File: src/rtl/fifo_dma_dat.sv
// Byte FIFO between the DMA engine (push side) and the SD DAT-line block (pop side).
// Also counts popped bytes against the block size and pulses block_done_DAT at each block end.
module fifo_dma_dat #(
   parameter int DATA_W = 8,
   parameter int DEPTH  = 16,
   parameter int ADDR_W = 4,
   parameter int BS_W   = 12
) (
   input  logic              clk_in_COM,
   input  logic              reset_in_COM,
   input  logic              flush_in_COM,
   input  logic              push_DMA,
   input  logic [DATA_W-1:0] data_in_DMA,
   input  logic              pop_DAT,
   output logic [DATA_W-1:0] data_out_DAT,
   output logic              valid_out_DAT,
   output logic              full_FIFO,
   output logic              empty_FIFO,
   output logic [ADDR_W:0]   count_FIFO,
   input  logic [BS_W-1:0]   block_size_REG,
   output logic              block_done_DAT,
   output logic              overflow_err,
   output logic              underflow_err
);

   logic [DEPTH-1:0][DATA_W-1:0] mem;
   logic [ADDR_W-1:0]            wr_ptr, rd_ptr;
   logic [ADDR_W:0]              count, count_nxt;
   logic [BS_W-1:0]              blk_cnt, blk_nxt;
   logic                         push_ok, pop_ok, blk_hit;

   // Flush blocks both strobes.
   // Push while full is only legal when a pop frees a slot in the same cycle.
   assign pop_ok  = pop_DAT  & ~empty_FIFO & ~flush_in_COM;
   assign push_ok = push_DMA & (~full_FIFO | pop_ok) & ~flush_in_COM;

   always_comb begin
      count_nxt = count;
      case ({push_ok, pop_ok})
         2'b10:   count_nxt = count + (ADDR_W+1)'(1);
         2'b01:   count_nxt = count - (ADDR_W+1)'(1);
         default: count_nxt = count;
      endcase
   end

   // A zero block size disables the end-of-block compare; the counter just wraps.
   assign blk_nxt = blk_cnt + BS_W'(1);
   assign blk_hit = (block_size_REG != '0) && (blk_nxt == block_size_REG);

   assign count_FIFO = count;

   always_ff @(posedge clk_in_COM) begin
      if (push_ok)
         mem[wr_ptr] <= data_in_DMA;
   end

   always_ff @(posedge clk_in_COM or negedge reset_in_COM) begin
      if (!reset_in_COM) begin
         wr_ptr         <= '0;
         rd_ptr         <= '0;
         count          <= '0;
         blk_cnt        <= '0;
         data_out_DAT   <= '0;
         valid_out_DAT  <= 1'b0;
         block_done_DAT <= 1'b0;
         overflow_err   <= 1'b0;
         underflow_err  <= 1'b0;
         empty_FIFO     <= 1'b1;
         full_FIFO      <= 1'b0;
      end else if (flush_in_COM) begin
         // data_out_DAT deliberately keeps the last popped byte
         wr_ptr         <= '0;
         rd_ptr         <= '0;
         count          <= '0;
         blk_cnt        <= '0;
         valid_out_DAT  <= 1'b0;
         block_done_DAT <= 1'b0;
         overflow_err   <= 1'b0;
         underflow_err  <= 1'b0;
         empty_FIFO     <= 1'b1;
         full_FIFO      <= 1'b0;
      end else begin
         count          <= count_nxt;
         empty_FIFO     <= (count_nxt == '0);
         full_FIFO      <= (count_nxt == (ADDR_W+1)'(DEPTH));
         valid_out_DAT  <= pop_ok;
         block_done_DAT <= pop_ok & blk_hit;
         if (push_ok)
            wr_ptr <= wr_ptr + ADDR_W'(1);
         if (pop_ok) begin
            data_out_DAT <= mem[rd_ptr];
            rd_ptr       <= rd_ptr + ADDR_W'(1);
            blk_cnt      <= blk_hit ? '0 : blk_nxt;
         end
         if (push_DMA & ~push_ok)
            overflow_err <= 1'b1;
         if (pop_DAT & empty_FIFO)
            underflow_err <= 1'b1;
      end
   end

endmodule

File: config.mk
export PLATFORM = sky130hd
export DESIGN_NAME = fifo_dma_dat
export DESIGN_NICKNAME = d
export VERILOG_FILES = /design/src/rtl/fifo_dma_dat.sv
export SDC_FILE = /design/constraint.sdc
export NUM_CORES = 1
export LEC_CHECK = 0
export CORE_ASPECT_RATIO = 0.6
export CORE_MARGIN = 2
export CORE_UTILIZATION = 35
export CTS_BUF_LIST = sky130_fd_sc_hd__clkbuf_4
export CTS_CLUSTER_SIZE = 10
export DETAILED_ROUTE_END_ITERATION = 10
export GPL_TIMING_DRIVEN = 1
export MAX_ROUTING_LAYER = met4
export PLACE_DENSITY = 0.65
export SLEW_MARGIN = 20
export SYNTH_ARGS = -nofsm -noshare
export SYNTH_HDL_FRONTEND = slang
export SYNTH_SLANG_ARGS = --single-unit
File: constraint.sdc
create_clock -name clk_in_COM -period 3.1 [get_ports clk_in_COM]
set_clock_uncertainty 0.1 [all_clocks]
set_input_delay 0.31 -clock clk_in_COM [delete_from_list [all_inputs] [get_ports clk_in_COM]]
set_output_delay 0.31 -clock clk_in_COM [all_outputs]
set_load 0.05 [all_outputs]
### Word level (Yosys, flattened, before mapping)

Cells that the tools add are included.
W data, S select, Z words.

* bitwise gates (word level): 12
* $lt $le $gt $ge: 3
* mux-type cells: 22
* equality and inequality tests: 4
* reduce and logical (&&, ||, !) cells: 9
* add/subtract/negate cells: 5

Operator list (count)
* $bwmux W128: 1
* $mux W12: 3
* $bmux W8 S4: 1
* $demux W8 S4: 1
* $mux W4: 4
* $mux W8: 2
* $add A12 B1 Y12 const B: 1
* $eq A12 B12 Y1: 1
* $reduce_bool A12 Y1: 1
* $lt A4 B5 Y1 const B: 2
* $pmux W5 S2: 1
* $add A4 B1 Y4 const B: 2
* $mux W1: 8
* $reduce_bool A2 Y1: 4
* $and A1 B1 Y1: 7
* $add A5 B1 Y5 const B: 1
* $eq A5 B5 Y1 const B: 1
* $logic_not A5 Y1: 1
* $mux W5: 1
* $sub A5 B1 Y5 const B: 1
* $ge A4 B1 Y1 const B: 1
* $not A1 Y1: 4
* $eq A2 B1 Y1 const B: 1
* $eq A2 B2 Y1 const B: 1
* other kinds (3): 4

* bits in registers: 167
* output and inout port bits: 19
* logic and storage cells: 82
* input bits: 25

### Longest topological paths before layout

Gate-level depths: netlist of run 1.

* word-level depth: 10
* depth in mapped cells: 16

### Worst setup path before layout of run 1

Ideal clock, no wire load.

* kind: register to register
* from: reg empty_FIFO
* to: reg empty_FIFO
* slack: -0.243 ns
* arrival time: 3.164 ns
* buffers on the path: 1
* stages on the path, launching flop included: 16
* clock period less this slack: 3.343 ns
* cells stage by stage: dfstp_2 -> nor2b_1 -> nand2_1 -> a21boi_1 -> and2_1 -> inv_1 -> ha_1 -> clkbuf_1 -> xor2_1 -> ha_1 -> a21o_1 -> a22oi_1 -> o21a_1 -> nor2_1 -> xnor2_1 -> a41o_1

* longest elaborated chain between the ends: 10
* elaborated cells between the ends (all ways): 11

Ends and longest elaborated chain
* from (decl): line 18 `output logic empty_FIFO,`
* from (signal assigned): line 84 `empty_FIFO <= (count_nxt == '0);`
* $not A1 Y1 *: line 34 `assign pop_ok = pop_DAT & ~empty_FIFO & ~flush_in_COM;`
* $and A1 B1 Y1 * (2 in a row): line 34
* $or A1 B1 Y1: line 35 `assign push_ok = push_DMA & (~full_FIFO | pop_ok) & ~flush_in_COM;`
* $and A1 B1 Y1 (2 in a row): line 35
* $eq A2 B1 Y1 / $eq A2 B2 Y1 (equally long branches): line 39 `case ({push_ok, pop_ok})`
* $pmux W5 S2 *: line 39
* $logic_not A5 Y1 *: line 84
* $mux W1 *: line 70 `end else if (flush_in_COM) begin`

Every way passes the cells marked *; elsewhere a longest branch is shown, timed or not.
A chain may end at the register's enable or synchronous reset.

### Worst setup path after layout of run 1

Same ends and word-level chain as after synthesis.

==> results.yml, run 1 <==
final_layout:
  final_cells: 836
  diodes: 0
  area_growth_pct: 16.5
  fillerInstances: 1812
  drive_gt1_frac: 0.179
  fin_area_um2: 8420
  nets: 584
  fin_util: 0.418
synth:
  yosysSeqAreaShare: 0.668
  yosysWarnings: 0
  synth_fp_nets: 516
  avgSynthCellArea_um2: 15.0
  synth-xor-area-share: 0.0444
  synth_edf_count: 128
  muxShareOfSynthArea: 0.0984
  synth_ff_type: "edfxtp_1"
  synth_seq_cells: 167
  yosys.area_share.simple: 0.0811
  synthesis.area_um2: 7220
  yosys.area.top_type: "edfxtp_1"
  synthAdderAreaFrac: 0.0156
  ys_async_sr_fraction: 0.234
  netlist_instances: 482
  synth_compound_area_frac: 0.0722
  synth_top_area_frac: 0.532
  yosysUniqueCellTypes: 54
  synth_area_leaders: "edfxtp_1, dfrtp_1, mux4_2"
  synth_top_family_by_area: "multiplexers"
worst_setup_path:
  cp_max_fo: 19
  required_ps: 3500
  r2r_slack_ps: 230
  worstPathArrival_ps: 3270
  reg2reg_depth: 13
  end_kind: "flop"
  rr_endpoint: "empty_FIFO"
  cp-start-kind: "flop"
  worstSetupPathType: "reg2reg"
  r2r_start: "empty_FIFO"
grt:
  antenna_found_initial: 0
  gr-total-overflow: 0
  grt.busiest_layer: "met1"
  grt.total_usage: 0.158
  grt_max_degree: 44
  grt_pass1_vias: 4282
  met1_usage: 0.229
  grt_pass1_wl_mm: 24.7
  met3_usage: 0.0440
  grtUsageMet2: 0.218
power_and_ir_drop:
  leakage_nw: 2.88
  vdd_drop_max_uv: 239
  total_power_mw: 4.52
  p_per_area_nw_per_um2: 537
die:
  die_x_um: 189
  rows: 40
  die_y_um: 115
  core_um2: 20100
  ios: 44
  initial_utilization: 0.359
  die_area_um2: 21800
timing:
  setup_viol: 0
  tightest_slew_ps: 902
  final.setup.tns_ps: 0
  min_period_over_period: 0.926
  fin_hold_ws_ps: 280
  fmax_mhz: 348
  min_period_ps: 2870
  hold_viol_final: 0
  rsz0062_at_grt: "no"
  fin_ws_ps: 230
  slew_viol_final: 0
  maxSlewHeadroom: 0.399
place:
  placed_area_um2: 8130
  dp_hpwl_mm: 11.1
  dp_slack_ps: -68.8
  globalplace.congestion: 0.870
  io_buffer_count: 43
  dpl.cell_count: 803
route:
  wl_per_cell_um: 18.9
  via_per_inst: 5.18
  drc: 0
  drtIter0Drc: 416
  vias: 4330
  dr.pass1.iters: 6
  ant_nets: 0
  wl_mm: 15.8
clock_network:
  h-tree-depth: 4
  clock-sinks: 167
  path_clk_slew_ps: 150
  ctsLongestPathBuffers: 2
  clock-root-buffer: "clkbuf_4"
  cts-buffers-inserted: 17
  cts_tree: "done"
  clkLatencyLatePin_ps: 550
hold_path:
  hold_path.class: "in2reg"
  holdPathStages: 3
  hp-start: "push_DMA"
  holdPathEnd: "overflow_err"
job:
  maxCapViolations: 0
run_status:
  run_status: "finished, final reports clean"
kinds of logic (layout without fill, tap and decap cells):
| logic type | Yosys count | after routing |
|---|---|---|
| flip-flops | 167 | 167 |
| AND/OR/NAND/NOR | 125 | 125 |
| AO/OA/AOI/OAI | 69 | 69 |
| multiplexers | 41 | 41 |
| buffers and inverters | 36 | 117 |
| XOR/XNOR | 35 | 35 |
| adder cells (fa/ha/maj) | 9 | 9 |
layout by cell type (no fill, tap or decap), types with 15 or more instances in the layout:
cell type / netlist / layout
nand2_1: 31 / 31
mux2i_1: 17 / 17
o221ai_1: 16 / 16
xnor2_1: 19 / 17
buf_4: 2 / 30
xor2_1: 15 / 15
dfrtp_1: 38 / 37
nor2_1: 49 / 49
o21ai_1: 16 / 16
edfxtp_1: 128 / 128
clkbuf_4: 0 / 18
mux4_2: 24 / 24
clkdlybuf4s50_1: 0 / 42
worst max path at each step:
stage               start    endpoint  cells after the start
3_5_place_dp      pop_DAT  empty_FIFO                     15
3_3_place_gp      pop_DAT  empty_FIFO                     15
5_1_grt        empty_FIFO  empty_FIFO                     13
6_report       empty_FIFO  empty_FIFO                     13
2_1_floorplan  empty_FIFO  empty_FIFO                     15
4_1_cts        empty_FIFO  empty_FIFO                     13
power by group:
| part | switching (mW) | internal, mW | leakage [nW] |
|---|---|---|---|
| clock network | 0.770 | 0.416 | 0.152 |
| logic | 0.476 | 0.290 | 1.05 |
| registers | 0.0757 | 2.49 | 1.68 |
| total | 1.32 | 3.20 | 2.88 |
flip-flops by register name (all words and copies together) (netlist names):
register,flops
overflow_err,1
valid_out_DAT,1
rd_ptr,4
block_done_DAT,1
blk_cnt,12
count_FIFO,5
wr_ptr,4
mem,128
data_out_DAT,8
empty_FIFO,1
underflow_err,1
full_FIFO,1
cell usage after synthesis (2+ instances only):
cell type,count
edfxtp_1,128
nor2_1,49
dfrtp_1,38
nand2_1,31
mux4_2,24
xnor2_1,19
mux2i_1,17
o21ai_1,16
o221ai_1,16
clkbuf_1,15
xor2_1,15
ha_1,9
inv_1,9
nor3_1,9
nand2b_1,8
nand3_1,8
a21oi_1,7
buf_2,6
nand4_1,4
and3_1,3
buf_1,3
nor2b_1,3
nor4_1,3
o31ai_1,3
a21o_1,2
a22oi_1,2
a31oi_1,2
a32oi_1,2
buf_4,2
o2111ai_1,2
o21a_1,2
o21ai_0,2
o22ai_1,2
cell type report:
type                       count  area, um2  area share
sequential                   167       4820       0.573
multi-input combinational    279       2280       0.271
clock inverter                14        123      0.0146
timing repair buffer          75        681      0.0809
inverter                      10       37.5     0.00446
tap                          273        342      0.0406
clock buffer                  18        135      0.0161
worst max-delay path, stage by stage, from the launching register on:
cell and delay [ps]:
dfstp_2 610, nor2b_4 50, nand2_1 90, buf_4 230, inv_1 110, ha_1 240, xor2_1 170, ha_1 250
a21o_1 200, a22oi_1 180, o21a_1 130, nor2_1 60, xnor2_2 160, a41o_1 240
metal layers:
metal,up-vias,share of wire,routed length [um]
li1,1973,-,-
met1,2237,0.50,7860
met2,108,0.44,6880
met3,12,0.062,987
met4,0,0.0052,82
met5,-,0,0
what timing repair did:
item / CTS / global route
gates resized for setup: 0 / 2
endpoints found under the setup margin: 0 / 2
endpoints found under the hold margin: 38 / 0
setup buffers: 0 / 0
hold buffers: 1 / 0
Note: power is estimated with default switching activity, not from simulation.
==> run 2: changes to the inputs <==
--- a/config.mk
+++ b/config.mk
@@ -9,6 +9,7 @@
 export CORE_MARGIN = 2
 export CORE_UTILIZATION = 35
 export CTS_BUF_LIST = sky130_fd_sc_hd__clkbuf_4
+export CTS_CLUSTER_DIAMETER = 120
 export CTS_CLUSTER_SIZE = 10
 export DETAILED_ROUTE_END_ITERATION = 10
 export GPL_TIMING_DRIVEN = 1
==> results of run 2 <==
No change in the layout: final DEF, timing and power equal those of run 1.
==> edit 1, RTL diff (config.mk and constraints of run 1) <==
Make the reset (`reset_in_COM`) synchronous in one clocked block.
--- a/src/rtl/fifo_dma_dat.sv
+++ b/src/rtl/fifo_dma_dat.sv
@@ -56,3 +56,3 @@
 
-   always_ff @(posedge clk_in_COM or negedge reset_in_COM) begin
+   always_ff @(posedge clk_in_COM) begin
       if (!reset_in_COM) begin
Check against the original RTL: differs if reset_in_COM is asserted again (counterexample within 4 cycles, from zero or initial values and one cycle with reset_in_COM low); with reset_in_COM held inactive, the same outputs for 4 cycles.
==> edit 1 against run 1 <==
Setup slack lost 0.021 ns; final cell count shrank 1.6%; maximum frequency shrank 0.73%; worst hold slack lost 0.0013 ns; area after synthesis shrank 0.87%; routed wire length shrank 2.9%; sequential share of layout area shrank 1.9 points; utilization shrank 0.078 points; final area shrank 0.68%; sequential cell count is the same; critical path type unchanged.
Power is not compared: it rests on default switching activity, and its combinational part moved more than twofold at a synthesized area within 25%.
==> edit 1: results (changes against run 1) <==
* Slowest-stage cell, CP: dfxtp_1
* CTS clk-pin slew, worst paths at 0.15 ns (about the same)
* Hold WS at 0.279 ns (-0.00127 ns)
* Slowest Stage Delay on Critical Path at 0.47 ns (-0.14 ns)
* Vias in the first global route at 3963 (-7.4%)
* CTS Buf Count at 17 (unchanged)
* DR iter-0 viols at 357 (-14%)
* GRT met3 Usage at 4.09% (-0.31 points)
* Status: completed
* Syn_nets at 512 (-0.78%)
* Largest net degree at the start of global routing at 36 (-18%)
* Cell Count Post-Placement at 792 (-1.4%)
* Fin nets at 572 (-2.1%)
* Fraction of layout cells with a size suffix above 1 at 21.5% (+3.5 points)
* HP Start: pop_DAT
* Clk Latency, worst-skew pair at 0.55 ns (about the same)
* Number of detailed-route iterations in the first pass at 5 (-1)
* H-tree depth at 4 (unchanged)
* Met2 usage at 20.0% (-1.8 points)
* Non-Filler Instances at 823 (-1.6%)
* All-Layer GR Usage at 15.3% (-0.47 points)
* R2R depth at 7 (-6)
* Final worst setup slack at 0.209 ns (-0.0210 ns)
* First-pass GRT wire length at 23600 um (-4.5%)
* Hold-critical path depth at 3 (unchanged)
* Vias post-DR at 4240 (-2.1%)
* Placed Area at 0.00807 mm2 (-0.78%)
* Final core occ at 41.8% (-0.078 points)
* Hold EP: underflow_err
* Met3 Wirelength at 1060 um (+7.2%)
* Synth Instances at 478 (-0.83%)
* Routability Congestion at 0.837 (-3.7%)
* Initial Util at 35.8% (-0.13 points)
* Fillers at 1843 (+1.7%)
* Met1 Usage GRT at 23.1% (+0.24 points)
* Ys async rst share at 0% (-23 points)
* Critical Path End: blk_cnt[1]
* Pre-CTS setup slack at -0.208 ns (-0.139 ns)
* CP arrival at 3.20 ns (-0.07 ns)
* Seq/Total Area, Yosys at 64.6% (-2.2 points)
* DP HPWL at 10500 um (-6.0%)
* Slew @ Worst Pin at 0.724 ns (-0.178 ns)
* Post-Route M1 WL at 7740 um (-1.5%)
* Final wirelength at 15300 um (-2.9%)
* Synth unique cells at 50 (-7.4%)
* Largest fanout on the critical path at 14 (-5)
* Top cells by area, synth: edfxtp_1 54%, mux4_2 13%, dfxtp_1 11%
## edit 1: critical path, delay by kind of cell (launching register included)
family | cells | cell delay [ns]
simple gates | 3 | 1.06
compound gates | 3 | 0.83
flops | 1 | 0.47
fa+ha+maj | 1 | 0.32
## edit 1: cell type report
cell class	instances	share of cell area [%]
Multi-Input combinational cell	274	28.9
Sequential cell	167	55.4
Inverter	6	0.329
Timing Repair Buffer	72	7.90
Clock inverter	13	1.77
Tap cell	273	4.09
Clock buffer	18	1.62
## edit 1: logic make-up (layout without fill, tap and decap cells)
| group | count (synthesis) | count (layout) | share of synthesized area (%) |
|---|---|---|---|
| compound gates | 58 | 58 | 5.42 |
| xor+xnor | 25 | 25 | 3.27 |
| fa+ha+maj | 9 | 9 | 1.57 |
| buf+inv | 37 | 109 | 2.20 |
| flops | 167 | 167 | 64.6 |
| mux | 43 | 43 | 13.0 |
| simple gates | 139 | 139 | 9.94 |
==> edit 2, RTL diff (flow settings as in run 1) <==
Made on the original files. `DATA_W`: 8 -> 9.
--- a/src/rtl/fifo_dma_dat.sv
+++ b/src/rtl/fifo_dma_dat.sv
@@ -3,3 +3,3 @@
 module fifo_dma_dat #(
-   parameter int DATA_W = 8,
+   parameter int DATA_W = 9,
    parameter int DEPTH  = 16,
Ports: changed (resized data_in_DMA and data_out_DAT); port bits go from 44 to 46. No check against the original RTL was run, so the function may have changed too.
==> edit 2 against run 1 <==
Setup slack better by 0.027 ns; first-iteration DRC count rose by 9.6%; total power grew 6.3%; highest routed layer unchanged; sequential cell count increased by 17; routed wire length increased by 11%; maximum frequency up 0.94%; area after synthesis increased by 10%; final area rose by 8.9%; critical path depth stayed put.
==> edit 2: results (changes against run 1) <==
* Seq/Total Area, Yosys at 66.9% (+0.16 points)
* Met2 Routed Length at 7730 um (+12%)
* Top cells by area, synth: edfxtp_1 54%, dfrtp_1 12%, mux4_2 7.6%
* Signal buf overhead at 8.16% (+0.075 points)
* Top flop regs: mem: 144 flops, blk_cnt: 12 flops, data_out_DAT: 9 flops
* Synth Instances at 527 (+9.3%)
* Vias per inst at 5.20 (+0.30%)
* First-pass GRT wire length at 27600 um (+12%)
* Largest net degree at the start of global routing at 41 (-6.8%)
* Status: completed
* Fraction of layout cells with a size suffix above 1 at 19.3% (+1.4 points)
* Synth unique cells at 57 (+5.6%)
* Register bit total from synthesis at 184 (+10%)
* Number of detailed-route iterations in the first pass at 5 (-1)
* Register area at 0.00533 mm2 (+10%)
* DR iter-0 viols at 456 (+9.6%)
* Fillers at 2034 (+12%)
* Static leakage at 3.08 nW (+7.1%)
* Syn_nets at 562 (+8.9%)
* R2R setup slack at 0.26 ns (+0.03 ns)
* Met1 Usage GRT at 23.2% (+0.34 points)
* Largest fanout on the critical path at 21 (+2)
* Area growth, synth to finish at 15.2%
* Clock Network Area Fraction at 2.51% (-0.55 points)
* Non-CTS buffers at 85 (+13%)
* Routability Congestion at 0.876 (+0.77%)
* Vias in the first global route at 4823 (+13%)
* Max VDD drop at 0.228 mV (-4.7%)
* Hold WS at 0.269 ns (-0.0116 ns)
* Cell Count Post-Placement at 890 (+11%)
* Non-Filler Instances at 923 (+10%)
* Most frequent cells after synthesis: 144 x edfxtp_1, 48 x nor2_1, 44 x nand2_1, 39 x dfrtp_1, 27 x mux4_2
* Final worst path period share at 91.7% (-0.86 points)
* Clock Buffer Count at 20 (+2)
edit 2: cell count changes in the layout (fill, tap and decap cells not counted), sizes merged, moves of 7 or more:
cell,run 1,this run
a22oi,3,10
edfxtp,128,144
o21ai,18,25
nand2,31,44
inv,16,8
buf,32,40
edit 2: report_power, final:
group | total [mW] | internal, mW | switching (mW) | leakage, nW
logic | 0.832 | 0.316 | 0.516 | 1.12
clock network | 1.15 | 0.340 | 0.808 | 0.124
registers | 2.82 | 2.75 | 0.0699 | 1.83
edit 2: cell families (layout without fill, tap and decap cells):
kind of cell             count (synthesis)  after routing  share of synthesized area (%)
AND/OR/NAND/NOR                        139            139                           8.28
XOR/XNOR                                29             29                           3.19
buffers and inverters                   37            125                           2.50
adder cells (fa/ha/maj)                  9              9                           1.41
flip-flops                             184            184                           66.9
multiplexers                            50             50                           10.6
AO/OA/AOI/OAI                           79             79                           7.14
